<file path="src/rtl/c7bifu_issue_pkg.sv">
// Shared state encodings and types for the IFU issue sequencer.
package c7bifu_issue_pkg;

  localparam int unsigned RegAddrW = 5;

  typedef enum logic [1:0] {
    ISSUE_IDLE     = 2'd0,
    ISSUE_LSU_WAIT = 2'd1,
    ISSUE_SER_WAIT = 2'd2
  } issue_state_e;

  typedef struct packed {
    logic [RegAddrW-1:0] rd;
    logic                wen;
  } lsu_tag_t;

  function automatic logic is_wait(input issue_state_e s);
    return (s == ISSUE_LSU_WAIT) || (s == ISSUE_SER_WAIT);
  endfunction

endpackage

</file>
<file path="src/rtl/c7bifu_issue_wdt.sv">
// Watchdog for the issue wait states; only built when C7BIFU_ISSUE_WDT_EN is defined.
module c7bifu_issue_wdt
  import c7bifu_issue_pkg::*;
#(
  parameter int unsigned WDT_LIMIT = 1024,
  parameter int unsigned WDT_W     = 11
) (
  input  logic         clk_i,
  input  logic         rst_ni,
  input  issue_state_e state_i,
  output logic         fire_o
);

  logic [WDT_W-1:0] cnt_q, cnt_d;

  // Leaving the wait states always passes through IDLE, so each wait starts from zero.
  always_comb begin
    cnt_d = is_wait(state_i) ? (cnt_q + WDT_W'(1)) : '0;
  end

  always_ff @(posedge clk_i or negedge rst_ni) begin
    if (!rst_ni) begin
      cnt_q <= '0;
    end else begin
      cnt_q <= cnt_d;
    end
  end

  assign fire_o = is_wait(state_i) && (cnt_q == WDT_W'(WDT_LIMIT - 1));

endmodule

</file>
<file path="src/rtl/c7bifu_issue_ctl.sv">
// Issue sequencer for the IFU decode stage: serialises LSU and CSR/ERTN/exception ops.
// Optional wait-state watchdog is enabled by defining C7BIFU_ISSUE_WDT_EN.
module c7bifu_issue_ctl
  import c7bifu_issue_pkg::*;
#(
  parameter int unsigned WDT_LIMIT = 1024,
  parameter int unsigned WDT_W     = 11,
  parameter int unsigned PERF_W    = 32
) (
  input  logic              clk,
  input  logic              resetn,
  input  logic              dec_vld_raw_d,
  input  logic              dec_lsu_d,
  input  logic              dec_serial_d,
  input  logic [4:0]        dec_rd_d,
  input  logic              dec_wen_d,
  input  logic              lsu_done_e,
  input  logic              exu_commit_w,
  input  logic              exu_busy,
  input  logic              exu_flush,
  output logic              ctl_stall,
  output logic              ctl_flush,
  output logic              ctl_issue,
  output logic [4:0]        ctl_lsu_rd,
  output logic              ctl_lsu_wen,
  output logic [PERF_W-1:0] ctl_perf_stall,
  output logic              ctl_wdt_err
);

  issue_state_e      state_q, state_d;
  lsu_tag_t          lsu_q, lsu_d;
  logic [PERF_W-1:0] perf_q, perf_d;
  logic              wdt_fire;

  // The last wait count (WDT_LIMIT-1) must be representable in WDT_W bits.
  if ((WDT_LIMIT < 2) || (((WDT_LIMIT - 1) >> WDT_W) != 0)) begin : g_bad_wdt_cfg
    $error("c7bifu_issue_ctl: WDT_W too small for WDT_LIMIT");
  end

  always_ff @(posedge clk or negedge resetn) begin
    if (!resetn) begin
      state_q <= ISSUE_IDLE;
    end else begin
      state_q <= state_d;
    end
  end

  // Flush and watchdog abort override every other transition; LSU wins over serial.
  always_comb begin
    state_d = state_q;
    if (exu_flush || wdt_fire) begin
      state_d = ISSUE_IDLE;
    end else begin
      case (state_q)
        ISSUE_IDLE: begin
          if (ctl_issue && dec_lsu_d) begin
            state_d = ISSUE_LSU_WAIT;
          end else if (ctl_issue && dec_serial_d) begin
            state_d = ISSUE_SER_WAIT;
          end
        end
        ISSUE_LSU_WAIT: begin
          if (lsu_done_e) begin
            state_d = ISSUE_IDLE;
          end
        end
        ISSUE_SER_WAIT: begin
          if (exu_commit_w) begin
            state_d = ISSUE_IDLE;
          end
        end
        default: state_d = ISSUE_IDLE;
      endcase
    end
  end

  // Stall uses only registered state and exu_busy, so no path from dec_* back into decode.
  always_comb begin
    ctl_stall = (state_q != ISSUE_IDLE) | exu_busy;
    ctl_issue = dec_vld_raw_d & ~ctl_stall & ~exu_flush;
    ctl_flush = exu_flush;
  end

  always_comb begin
    lsu_d = '0;
    if (state_d == ISSUE_LSU_WAIT) begin
      if (state_q == ISSUE_IDLE) begin
        lsu_d.rd  = dec_rd_d;
        lsu_d.wen = dec_wen_d & (dec_rd_d != '0);
      end else begin
        lsu_d = lsu_q;
      end
    end
  end

  always_comb begin
    perf_d = perf_q + PERF_W'(ctl_stall & dec_vld_raw_d);
  end

  always_ff @(posedge clk or negedge resetn) begin
    if (!resetn) begin
      lsu_q  <= '0;
      perf_q <= '0;
    end else begin
      lsu_q  <= lsu_d;
      perf_q <= perf_d;
    end
  end

`ifdef C7BIFU_ISSUE_WDT_EN
  c7bifu_issue_wdt #(
    .WDT_LIMIT (WDT_LIMIT),
    .WDT_W     (WDT_W)
  ) u_wdt (
    .clk_i   (clk),
    .rst_ni  (resetn),
    .state_i (state_q),
    .fire_o  (wdt_fire)
  );
`else
  assign wdt_fire = 1'b0;
`endif

  assign ctl_lsu_rd     = lsu_q.rd;
  assign ctl_lsu_wen    = lsu_q.wen;
  assign ctl_perf_stall = perf_q;
  assign ctl_wdt_err    = wdt_fire;

endmodule

</file>
<file path="config.mk">
export PLATFORM = sky130hd
export DESIGN_NAME = c7bifu_issue_ctl
export DESIGN_NICKNAME = d
export VERILOG_FILES = /design/src/rtl/c7bifu_issue_pkg.sv /design/src/rtl/c7bifu_issue_wdt.sv /design/src/rtl/c7bifu_issue_ctl.sv
export SDC_FILE = /design/constraint.sdc
export NUM_CORES = 1
export LEC_CHECK = 0
export ABC_AREA = 1
export CAP_MARGIN = 5
export CORE_ASPECT_RATIO = 0.75
export CORE_MARGIN = 2
export CORE_UTILIZATION = 52
export DETAILED_ROUTE_END_ITERATION = 16
export PLACE_DENSITY = 0.84
export SLEW_MARGIN = 20
export SYNTH_ARGS = -nofsm -noshare
export SYNTH_HDL_FRONTEND = slang
export SYNTH_SLANG_ARGS = --single-unit
</file>
<file path="constraint.sdc">
create_clock -name clk -period 4.23 [get_ports clk]
set_input_delay 0.846 -clock clk [delete_from_list [all_inputs] [get_ports clk]]
set_output_delay 0.846 -clock clk [all_outputs]
set_load 0.02 [all_outputs]
</file>
# After elaboration in Yosys (flattened, before gate mapping)
# Index checks and enable logic that the tools add are counted.
# classes
n_lt_le_gt_ge	0
bitwise_logic	7
n_addsub	1
n_reduce_logical	5
shifts	0
eq_ne	4
n_mux	8
n_mul	0
div	0
# ops
op	n
32-bit by 1-bit adder with 32-bit output	1
6-bit 2-to-1 mux	2
2-bit 2-to-1 mux	5
2-bit one-hot mux with 3 select lines	1
5-bit nonzero test	1
1-bit bitwise AND	4
2-bit by 1-bit equality test with 1-bit output, second input constant	2
2-bit equality test, second input constant	1
1-bit logical AND	2
2-bit zero test	1
2-bit by 1-bit inequality test with 1-bit output, second input constant	1
1-bit NOT	2
2-bit nonzero test	1
1-bit bitwise OR	1
# totals
ramBits	0
n_memories	0
word_cells	29
romBits	0
register_bits	40
inputBits	15
latch_bits	0

# Longest topological paths before layout
# Gate-level depths: netlist of the first run.
# logic_depth
depth_word	12
depth_mapped	13
mapped_depth_nobuf	13

# Worst setup path before layout of the first run
# Ideal clock, no wire load.
# synth_timing
path_kind	input -> output
from	input exu_busy
to	output ctl_issue
stages	3
arrival_time_ns	1.552
t_required_ns	3.384
path_slack_ns	1.832
cell_sequence	nor2_4 inv_1 nor3_1
# synth_via
elab_chain_len	4
# synth_rtl
element	line_no	source
start: declaration	c7bifu_issue_ctl.sv:19	input logic exu_busy,
1-bit bitwise OR	c7bifu_issue_ctl.sv:79	ctl_stall = (state_q != ISSUE_IDLE) | exu_busy;
via ctl_stall	c7bifu_issue_ctl.sv:21	output logic ctl_stall,
1-bit NOT	c7bifu_issue_ctl.sv:80	ctl_issue = dec_vld_raw_d & ~ctl_stall & ~exu_flush;
1-bit bitwise AND (2 in a row)	c7bifu_issue_ctl.sv:80	
end: declaration	c7bifu_issue_ctl.sv:23	output logic ctl_issue,
# The timed path passes the listed nets, and every way through them passes these cells.

# Worst setup path in the final report of the first run
# layout_timing
from	input exu_busy
to	output ctl_issue
# layout_via
elab_chain_len	4
# layout_rtl
element	line_no
1-bit bitwise OR	c7bifu_issue_ctl.sv:79
1-bit NOT	c7bifu_issue_ctl.sv:80
1-bit bitwise AND (2 in a row)	c7bifu_issue_ctl.sv:80
# No other way between the ends.

==> results of run 1 <==
## flip-flops by register name, indices dropped and copies added (netlist names)
register / count
ctl_lsu_wen: 1
state_q: 2
ctl_lsu_rd: 5
ctl_perf_stall: 32
## metrics by stage
stage	total power [mW]	cells	worst slack, ns	hold WS (ns)
6_report	0.957	411	1.13	0.511
5_1_grt	0.999	411	1.02	0.544
4_1_cts	0.964	411	1.11	0.515
3_5_place_dp	0.655	403	1.12	0.498
3_3_place_gp	0.650	403	1.15	0.489
2_1_floorplan	0.557	295	1.83	0.536
## worst paths after layout
kind | slack (ns) | cells after the start | endpoint | from
min | 0.51 | 1 | ctl_perf_stall[0] | ctl_perf_stall[0]
min in group asynchronous | 0.66 | 1 | ctl_perf_stall[13] | resetn
max | 1.13 | 5 | ctl_issue | exu_busy
max reg2reg | 2.07 | 13 | ctl_perf_stall[30] | state_q[0]
max in group asynchronous | 3.03 | 1 | ctl_perf_stall[8] | resetn
min reg2reg | 0.51 | 1 | ctl_perf_stall[0] | ctl_perf_stall[0]
## layout make-up
cell class                 count  area share, %
multi-input combinational    219           36.6
clock inverter                 2           1.20
sequential                    40           34.3
clock buffer                   6           2.49
tap                           55           2.36
inverter                      34           4.37
timing repair buffer          55           18.7
## layout by cell type, fill, tap and decap left out, types with 6 or more instances in the layout
master           count
nand2_1             99
clkdlybuf4s50_1     54
nor2_1              53
dfrtp_1             40
inv_1               31
nand3_1             18
xor2_1              11
nor2_2               7
nand2_2              6
## cells in the mapped netlist (all sizes together)
cell type	instances	area, um2
nand3	18	90.1
dfrtp	40	1000
nand2	107	432
inv	34	128
conb	1	3.75
xor2	11	96.3
a21oi	4	20.0
buf	2	15.0
o21bai	1	7.51
nor3	1	5.00
ha	2	25.0
nor2	66	319
nand4	1	6.26
xnor2	4	35.0
mux2i	2	20.0
nand3b	1	7.51
## critical path: stages
cell             delay, ns
clkdlybuf4s50_1       0.44
nor2_4                0.14
inv_1                 0.06
nor3_1                0.13
clkdlybuf4s50_1       0.63
## power breakdown
group | switching, mW | leakage (nW) | total [mW] | internal (mW)
registers | 0.0366 | 0.548 | 0.448 | 0.412
logic | 0.110 | 0.716 | 0.199 | 0.0884
clock network | 0.135 | 0.0552 | 0.310 | 0.175
## per-layer routing
layer	global-route usage, %	wire length, um	vias to the layer above
li1	-	-	1015
met1	33.6	2370	942
met2	40.9	2470	61
met3	4.61	353	8
met4	9.11	81	0
met5	0	0	-
## kinds of logic after synthesis
logic type / after synthesis
buffers and inverters: 36
and+or+nand+nor: 194
AOI/OAI and AO/OA: 5
DFF: 40
muxes: 2
other: 1
adders and majority gates: 2
xor gates and xnor gates: 15
==> results.sh, run 1 <==
export IMPL_grt_pass1_vias=1935
export IMPL_antenna_found_initial=0
export IMPL_finalWirelength_um=5280
export IMPL_status="complete, no violations"
export IMPL_drc=0
export IMPL_vias_per_cell=4.93
export IMPL_clock_path_buffers=2
export IMPL_fill_cells=332
export IMPL_seqCellArea_um2=1000
export IMPL_cp_max_fo=4
export IMPL_clk_pin_slew_worst_paths_ns=0.08
export IMPL_port_buffers=55
export IMPL_endpoint_kind="output pin"
export IMPL_multi_input_area_um2=1070
export IMPL_grt_pass1_wl_um=8890
export IMPL_drt_iter0_markers=107
export IMPL_setup_viol=0
export IMPL_grt_overflow=0
export IMPL_hold_path_class="register to register"
export IMPL_skew_ns=0.00288
export IMPL_synth_top_family_by_area="simple AND/OR/NAND/NOR gates"
export IMPL_required_ns=3.38
export IMPL_fin_setup_tns_ns=0
export IMPL_path_class="input pin to output pin"
export IMPL_dieArea_um2=4790
export IMPL_power_density_nw_per_um2=328
export IMPL_htreeDepth=2
export IMPL_cts_setup_buffers=0
export IMPL_netlist_cell_type_count=22
export IMPL_track_usage_pct=24.8
export IMPL_ant_nets=0
export IMPL_ctsResizeCount=0
export IMPL_finalHoldViolations=0
export IMPL_synthAdderAreaFrac_pct=1.13
export IMPL_worst_pin_slew_ns=0.871
export IMPL_die_x_um=79.3
export IMPL_yosys_area_share_simple_pct=38.9
export IMPL_gp_congestion=0.864
export IMPL_stdcell_area_um2=2920
export IMPL_cp_arrival_ns=2.25
export IMPL_yosysSeqAreaShare_pct=45.3
export IMPL_syn2layout_area_growth_pct=32.0
export IMPL_cts_tree="yes"
export IMPL_synthXorXnorAreaFrac_pct=5.94
export IMPL_syn_avg_cell_area_um2=7.49
export IMPL_cts_hold_buf=0
export IMPL_ys_warn_count=0
export IMPL_cts_root_buf="clkbuf_8"
export IMPL_synth_cells=295
export IMPL_dr_pass1_iters=4
export IMPL_num_antenna_cells=0
export IMPL_cts_buffers=5
export IMPL_clk_latency_ns=0.29
export IMPL_start_util_pct=54.2
export IMPL_period_share_pct=73.3
export IMPL_drive_above_1_share_pct=8.99
export IMPL_rows=20
export IMPL_final_core_util_pct=71.5
export IMPL_netlist_area_um2=2210
export IMPL_place_area_um2=2810
export IMPL_syn_num_nets=312
export IMPL_io_pins=57
export IMPL_max_slew_margin_rel_pct=41.9
export IMPL_drv_slew=0
export IMPL_peakVddDrop_v=0.000368
export IMPL_min_period_ns=3.10
export IMPL_die_h_um=60.5
export IMPL_cellLeakagePower_nw=1.32
export IMPL_hpwl_um=4150
export IMPL_ys_seq_elements=40
export IMPL_fmax_mhz=322
export IMPL_grt_max_degree=41
export IMPL_post_drt_wl_per_cell_um=12.8
export IMPL_core_um2=4080
export IMPL_cts_sinks=40
export IMPL_synth_compound_area_share_pct=1.25
export IMPL_startpoint_type="input pin"
export IMPL_rsz0062_at_grt="no"
export IMPL_yosys_mux_area_fraction_pct=0.905
export IMPL_cap_violations=0
export IMPL_nets=372
export IMPL_via_count=2026
No activity file was read; power rests on OpenSTA's default activity.
==> run 2, diff against run 1 <==
--- a/config.mk
+++ b/config.mk
@@ -9,9 +9,9 @@
 export CAP_MARGIN = 5
 export CORE_ASPECT_RATIO = 0.75
 export CORE_MARGIN = 2
-export CORE_UTILIZATION = 52
+export CORE_UTILIZATION = 49
 export DETAILED_ROUTE_END_ITERATION = 16
-export PLACE_DENSITY = 0.84
+export PLACE_DENSITY = 0.8
 export SLEW_MARGIN = 20
 export SYNTH_ARGS = -nofsm -noshare
 export SYNTH_HDL_FRONTEND = slang
==> constraint.sdc (replaced) <==
create_clock -name clk -period 3.21 [get_ports clk]
set_input_delay 0.642 -clock clk [delete_from_list [all_inputs] [get_ports clk]]
set_output_delay 0.642 -clock clk [all_outputs]
set_load 0.02 [all_outputs]
==> results.sh, run 2 (synthesis results as in run 1) <==
export IMPL_cts_setup_buffers=0
export IMPL_grt_pass1_vias=1958
export IMPL_cts_sinks=40
export IMPL_rows=21
export IMPL_rsz0062_at_grt="no"
export IMPL_path_class="input pin to output pin"
export IMPL_max_slew_margin_rel_pct=39.7
export IMPL_final_common_cell="nand2_1"
export IMPL_finalWirelength_um=5440
export IMPL_fill_cells=377
export IMPL_mostFrequentLayoutCells="99 x nand2_1, 54 x clkdlybuf4s50_1, 53 x nor2_1, 40 x dfrtp_1, 31 x inv_1"
export IMPL_track_usage_pct=23.7
export IMPL_cts_hold_buf=0
export IMPL_hpwl_um=4150
export IMPL_die_x_um=81.6
export IMPL_cp_max_fo=4
export IMPL_power_density_nw_per_um2=414
export IMPL_fmax_mhz=371
export IMPL_status="complete, no violations"
export IMPL_port_buffers=55
export IMPL_grt_overflow=0
export IMPL_num_antenna_cells=0
export IMPL_dp_cells=405
export IMPL_min_period_ns=2.70
export IMPL_peakVddDrop_v=0.000489
export IMPL_syn2layout_area_growth_pct=31.3
export IMPL_grt_max_degree=41
export IMPL_dr_pass1_iters=4
export IMPL_cts_tree="yes"
export IMPL_startpoint_type="input pin"
export IMPL_cts_root_buf="clkbuf_8"
export IMPL_worst_pin_slew_ns=0.905
export IMPL_nets=372
export IMPL_vias_per_cell=4.81
export IMPL_dieArea_um2=5070
export IMPL_timing_hold_ws_ns=0.481
export IMPL_drv_slew=0
export IMPL_r2r_start="state_q[0]"
export IMPL_cts_buffers=5
export IMPL_slowest_delay_ns=0.63
export IMPL_cp_top_family="buffers and inverters"
export IMPL_crit_chain="clkdlybuf4s50_1 > nor2_4 > inv_1 > nor3_1 > clkdlybuf4s50_1"
export IMPL_antenna_found_initial=0
export IMPL_via_count=1987
export IMPL_drc=0
export IMPL_die_h_um=62.2
export IMPL_ant_nets=0
export IMPL_slowest_stage="clkdlybuf4s50_1"
export IMPL_start_util_pct=50.4
export IMPL_core_um2=4390
export IMPL_rrSetupSlack_ns=1.04
export IMPL_gp_congestion=0.847
export IMPL_fin_setup_tns_ns=0
export IMPL_rr_worst_depth=13
export IMPL_cellLeakagePower_nw=1.31
export IMPL_grt_pass1_wl_um=9150
export IMPL_fin_cells=413
export IMPL_period_share_pct=84.0
export IMPL_largest_register_ffs=32
export IMPL_clk_latency_ns=0.29
export IMPL_skew_ns=0.00567
export IMPL_clock_path_buffers=2
export IMPL_worstPathBufferInverterCount=3
export IMPL_worst_path_most_repeated_cell="clkdlybuf4s50_1"
export IMPL_endpoint_kind="output pin"
export IMPL_drt_iter0_markers=99
export IMPL_r2r_end="ctl_perf_stall[30]"
export IMPL_clk_pin_slew_worst_paths_ns=0.07
export IMPL_cap_violations=0
export IMPL_setup_viol=0
export IMPL_htreeDepth=2
export IMPL_required_ns=2.57
export IMPL_io_pins=57
export IMPL_post_drt_wl_per_cell_um=13.2
export IMPL_ctsResizeCount=0
export IMPL_drive_above_1_share_pct=8.71
export IMPL_cp_arrival_ns=2.05
export IMPL_hold_path_class="input pin to async pin"
export IMPL_finalHoldViolations=0
==> run 2: layout make-up <==
class                           instances  area [um2]  area share [%]
Clock buffer                            8        90.1            3.10
Multi-Input combinational cell        219        1070            36.8
Timing Repair Buffer                   55         546            18.8
Tap cell                               57        71.3            2.46
Inverter                               34         128            4.40
Sequential cell                        40        1000            34.5
==> run 2: through the flow <==
stage	util (%)	worst slack (ns)	instance area, um2	total power [mW]
6_report	66.2	0.514	2900	1.20
5_1_grt	66.2	0.447	2900	1.27
4_1_cts	66.2	0.500	2900	1.21
3_5_place_dp	64.1	0.490	2810	0.865
3_3_place_gp	64.1	0.538	2810	0.860
2_1_floorplan	-	1.22	2210	0.734
==> run 2: worst max path at each step <==
stage / from / endpoint / slack, ns / depth (start not counted)
floorplan: exu_busy / ctl_issue / 1.22 / 3
global placement: exu_busy / ctl_issue / 0.54 / 5
detailed placement: exu_busy / ctl_perf_stall[30] / 0.49 / 12
CTS: exu_busy / ctl_issue / 0.50 / 5
global route: exu_busy / ctl_issue / 0.45 / 5
finish: exu_busy / ctl_issue / 0.51 / 5
==> run 2: power breakdown <==
group	internal, mW	switching, mW
logic	0.117	0.148
registers	0.543	0.0471
clock network	0.176	0.171
==> run 2: routing by layer <==
metal | part of all wire [%] | wire (um) | vias up | global-route usage [%]
li1 | - | - | 1011 | -
met1 | 50 | 2720 | 914 | 35.4
met2 | 44 | 2400 | 55 | 33.9
met3 | 4.7 | 254 | 7 | 5.23
met4 | 1.3 | 72 | 0 | 7.63
met5 | 0 | 0 | - | 0
==> run 3, diff against run 2 <==
--- a/config.mk
+++ b/config.mk
@@ -9,9 +9,9 @@
 export CAP_MARGIN = 5
 export CORE_ASPECT_RATIO = 0.75
 export CORE_MARGIN = 2
-export CORE_UTILIZATION = 49
+export CORE_UTILIZATION = 44
 export DETAILED_ROUTE_END_ITERATION = 16
-export PLACE_DENSITY = 0.8
+export PLACE_DENSITY = 0.76
 export SLEW_MARGIN = 20
 export SYNTH_ARGS = -nofsm -noshare
 export SYNTH_HDL_FRONTEND = slang
==> constraint.sdc (replaced) <==
create_clock -name clk -period 2.3 [get_ports clk]
set_input_delay 0.46 -clock clk [delete_from_list [all_inputs] [get_ports clk]]
set_output_delay 0.46 -clock clk [all_outputs]
set_load 0.02 [all_outputs]
==> results.sh, run 3 (synthesis results as in run 1) <==
export IMPL_hold_path_class="register to register"
export IMPL_power_mw=1.68
export IMPL_place_area_um2=2850
export IMPL_core_um2=4870
export IMPL_startpoint_type="input pin"
export IMPL_final_common_cell="nand2_1"
export IMPL_cp_max_fo=4
export IMPL_period_share_pct=93.8
export IMPL_violations="design-rule violations"
export IMPL_gp_congestion=0.907
export IMPL_pwr_share_clk_pct=28.5
export IMPL_dr_pass1_iters=11
export IMPL_final_core_util_pct=60.6
export IMPL_syn2layout_area_growth_pct=33.6
export IMPL_hpwl_um=4090
export IMPL_fmax_mhz=463
export IMPL_p_sw_share_pct=30.1
export IMPL_min_period_ns=2.16
export IMPL_nets=378
export IMPL_grt_pass1_vias=1946
export IMPL_drt_iter0_markers=100
export IMPL_ant_nets=0
export IMPL_required_ns=1.84
export IMPL_track_usage_pct=21.0
export IMPL_rsz0062_at_grt="no"
export IMPL_start_util_pct=45.4
export IMPL_cp_arrival_ns=1.70
export IMPL_drive_above_1_share_pct=9.94
export IMPL_cellLeakagePower_nw=1.34
export IMPL_endpoint_kind="output pin"
export IMPL_p_seq_share_pct=49.1
export IMPL_status="finished, violations left"
export IMPL_clk_pin_slew_worst_paths_ns=0.07
export IMPL_cts_root_buf="clkbuf_8"
export IMPL_skew_ns=0.00686
export IMPL_seqCellArea_um2=1000
export IMPL_vias_per_cell=4.72
export IMPL_stdcell_area_um2=2950
export IMPL_rows=22
export IMPL_htreeDepth=2
export IMPL_via_count=1990
export IMPL_fin_setup_tns_ns=0
export IMPL_peakVddDrop_v=0.000556
export IMPL_antenna_found_initial=0
export IMPL_grt_pass1_wl_um=9010
export IMPL_clk_latency_ns=0.29
export IMPL_grt_max_degree=18
export IMPL_path_class="input pin to output pin"
export IMPL_mostFrequentLayoutCells="99 x nand2_1, 53 x nor2_1, 53 x clkdlybuf4s50_1, 40 x dfrtp_1, 31 x inv_1"
export IMPL_finalHoldViolations=0
export IMPL_post_drt_wl_per_cell_um=12.2
export IMPL_finalWirelength_um=5130
export IMPL_power_density_nw_per_um2=569
export IMPL_io_pins=57
export IMPL_die_x_um=85.9
export IMPL_cap_violations=0
export IMPL_multi_input_area_um2=1070
export IMPL_power_frac_comb_pct=22.5
export IMPL_die_h_um=65.4
export IMPL_cts_tree="yes"
export IMPL_drv_slew=0
export IMPL_fill_cells=452
export IMPL_cts_sinks=40
export IMPL_setup_viol=0
export IMPL_clock_path_buffers=2
export IMPL_largest_register_ffs=32
export IMPL_dieArea_um2=5610
export IMPL_timing_hold_ws_ns=0.504
export IMPL_drc=5
export IMPL_internal_power_mw=1.17
export IMPL_cts_buffers=5
export IMPL_num_antenna_cells=0
export IMPL_grt_overflow=0
export IMPL_p_sw_uw=505
export IMPL_port_buffers=55
[run 3: cell types whose count changed in the layout (fill, tap and decap cells not counted)]
cell / change
clkdlybuf4s50_1: -1
buf_4: +5
dlygate4sd3_1: +1
dlygate4sd2_1: +1
[run 3: metrics by stage]
stage	worst slack [ns]	instances
after floorplan	0.423	295
after global placement	-0.0169	413
after detailed placement	-0.0108	413
after CTS	0.140	422
after global routing	0.0650	422
final	0.142	422
[run 3: path summary, 6_finish.rpt]
| check | startpoint | endpoint | slack (ns) | cells after the start |
|---|---|---|---|---|
| setup / recovery | exu_busy | ctl_stall | 0.14 | 4 |
| setup reg to reg | state_q[0] | ctl_perf_stall[28] | 0.42 | 13 |
| max in group asynchronous | resetn | ctl_lsu_rd[1] | 1.28 | 3 |
| min in group asynchronous | resetn | ctl_perf_stall[28] | 0.55 | 2 |
| hold reg to reg | ctl_perf_stall[0] | ctl_perf_stall[0] | 0.50 | 1 |
| hold / removal | ctl_perf_stall[0] | ctl_perf_stall[0] | 0.50 | 1 |
[run 3: power by group through the flow]
stage | clock network, mW | registers, mW | logic (mW)
floorplan | 0 | 0.894 | 0.131
global placement | 0 | 0.837 | 0.374
detailed placement | 0 | 0.838 | 0.378
CTS | 0.499 | 0.825 | 0.383
global route | 0.539 | 0.830 | 0.413
finish | 0.478 | 0.824 | 0.377
[run 3: area by class of cell]
type                       instances  area share [%]
inverter                          34            4.32
sequential                        40            33.9
multi-input combinational        219            36.1
clock buffer                       8            3.05
tap                               60            2.54
timing repair buffer              61            20.0
[run 3: layer usage]
layer  wire (um)  share of wire [%]  track usage, %
met1        2510                 49            30.1
met2        2150                 42            30.6
met3         363                7.1            4.77
met4         109                2.1            8.93
met5           0                  0               0
[run 3: what timing repair did]
item / 4_1_cts / 5_1_grt
resized for setup: 1 / 0
setup endpoints to repair: 1 / 0
hold buffers: 1 / 0
setup buffers: 0 / 0
hold endpoints to repair: 7 / 0
[run 3: critical path, stage by stage]
cell             delay, ns
clkdlybuf4s50_1       0.50
nor2_4                0.06
inv_1                 0.07
clkdlybuf4s50_1       0.61
==> edit, RTL diff (config.mk and constraints of run 2) <==
Re-encode `issue_state_e` (3 states) as one-hot, 3 bits wide.
--- a/src/rtl/c7bifu_issue_pkg.sv
+++ b/src/rtl/c7bifu_issue_pkg.sv
@@ -5,6 +5,6 @@
 
-  typedef enum logic [1:0] {
-    ISSUE_IDLE     = 2'd0,
-    ISSUE_LSU_WAIT = 2'd1,
-    ISSUE_SER_WAIT = 2'd2
+  typedef enum logic [2:0] {
+    ISSUE_IDLE     = 3'b001,
+    ISSUE_LSU_WAIT = 3'b010,
+    ISSUE_SER_WAIT = 3'b100
   } issue_state_e;
Formal check against the unedited RTL: same outputs for any inputs over 10 cycles, from zero or initial values and one cycle with resetn low; not proved beyond that.
==> edit against run 2 <==
  * Power grew 1.7%
  * Utilization grew 0.79 points
  * Wire length grew 3.3%
  * Fmax shrank 4.3%
  * Setup slack lost 0.12 ns
  * Area after synthesis grew 7.0%
  * Design area grew 4.8%
  * Sequential cell count grew 1
==> edit: results (changes against run 2) <==
stage,metric,value,unit,change
setup_path,worstPathMaxFanout,2,,-2
setup_path,startpoint,dec_vld_raw_d,,
placement,place_hpwl,4370,µm,+5.3%
setup_path,reg2reg_depth,11,,-2
setup_path,worstReg2RegStart,state_q[2],,
final_layout,nNetsFinal,387,,+4.0%
synthesis,ys_seq_area_share,43.4,%,-1.8 points
routing,met3_length,310,µm,+22%
routing,met1Wirelength,2810,µm,+3.4%
placement,gp_congestion,0.874,,+3.2%
routing,via_per_inst,4.91,,+2.1%
sta,clock_skew,0.0126,ns,+0.00688 ns
synthesis,synth_common_cells,"nand2_1 (103), nor2_1 (49), dfrtp_1 (40)",,
global_route,gr-usage-all-layers,22.0,%,-1.6 points
placement,io_buffers,55,,unchanged
final_layout,drive_gt1_share,9.43,%,+0.73 points
synthesis,synthTopCellsByArea,"dfrtp_1 (42%), nand2_1 (16%), nor2_1 (7.8%)",,
synthesis,synth.distinct_cells,28,,+27%
sta,timing.slew.headroom,40.2,%,+0.60 points
pwr,ir_drop,353,µV,-28%
global_route,grt_pass1_vias,1921,,-1.9%
setup_path,r2r_end,ctl_perf_stall[28],,
routing,drt_iter0_markers,111,,+12%
global_route,grt_max_degree,42,,+2.4%
sta,whs,0.463,ns,-0.0177 ns
status,status,"finished, final reports clean",,
global_route,grt_util_met1,32.5,%,-3.0 points
## edit: changes by cell type after synthesis, sizes merged, moves of 2 or more
| cell | delta |
|---|---|
| nand3b | +11 |
| nand3 | -4 |
| nand4 | +4 |
| o21ai | +4 |
| nand2 | +3 |
| nor2 | -3 |
| a21oi | -2 |
| a31oi | +2 |
| inv | +2 |
| mux2i | -2 |
## edit: critical path, cell delays in order
cell	delay, ns
clkdlybuf4s50_1	0.48
inv_1	0.04
nor2_1	0.18
inv_1	0.10
nor2_2	0.13
clkdlybuf4s50_1	0.61
## edit: logic make-up (layout without fill, tap and decap cells)
logic type,Yosys count,in the layout,share of synthesized area [%]
other,1,1,0.159
buffers and inverters,39,99,6.56
flip-flops,41,41,43.4
adder cells (fa/ha/maj),2,2,1.06
AO/OA/AOI/OAI,9,9,2.33
AND/OR/NAND/NOR,205,205,41.3
XOR/XNOR,14,14,5.18
## edit: layout make-up
class                           count  area (µm²)
Multi-Input combinational cell    231        1180
Tap cell                           57        71.3
Inverter                           36         135
Clock buffer                        7        76.3
Fill cell                         393        1500
Timing Repair Buffer               55         546
Sequential cell                    41        1030
Clock inverter                      1        5.00
## edit: per-stage QoR
stage               std cells  area [µm²]  setup WS (ns)  utilization [%]  total power [mW]
floorplan                 311        2360           1.04                -             0.768
CTS                       428        3040          0.390             66.9              1.23
global placement          420        2960          0.478             65.2             0.899
global route              428        3040          0.284             66.9              1.28
finish                    428        3040          0.393             66.9              1.22
detailed placement        420        2960          0.390             65.2             0.902
## edit: power breakdown
group / internal, mW / leakage [nW] / total [mW] / switching (mW)
clock network: 0.153 / 0.0422 / 0.330 / 0.177
logic: 0.122 / 0.807 / 0.284 / 0.162
registers: 0.557 / 0.554 / 0.607 / 0.0499
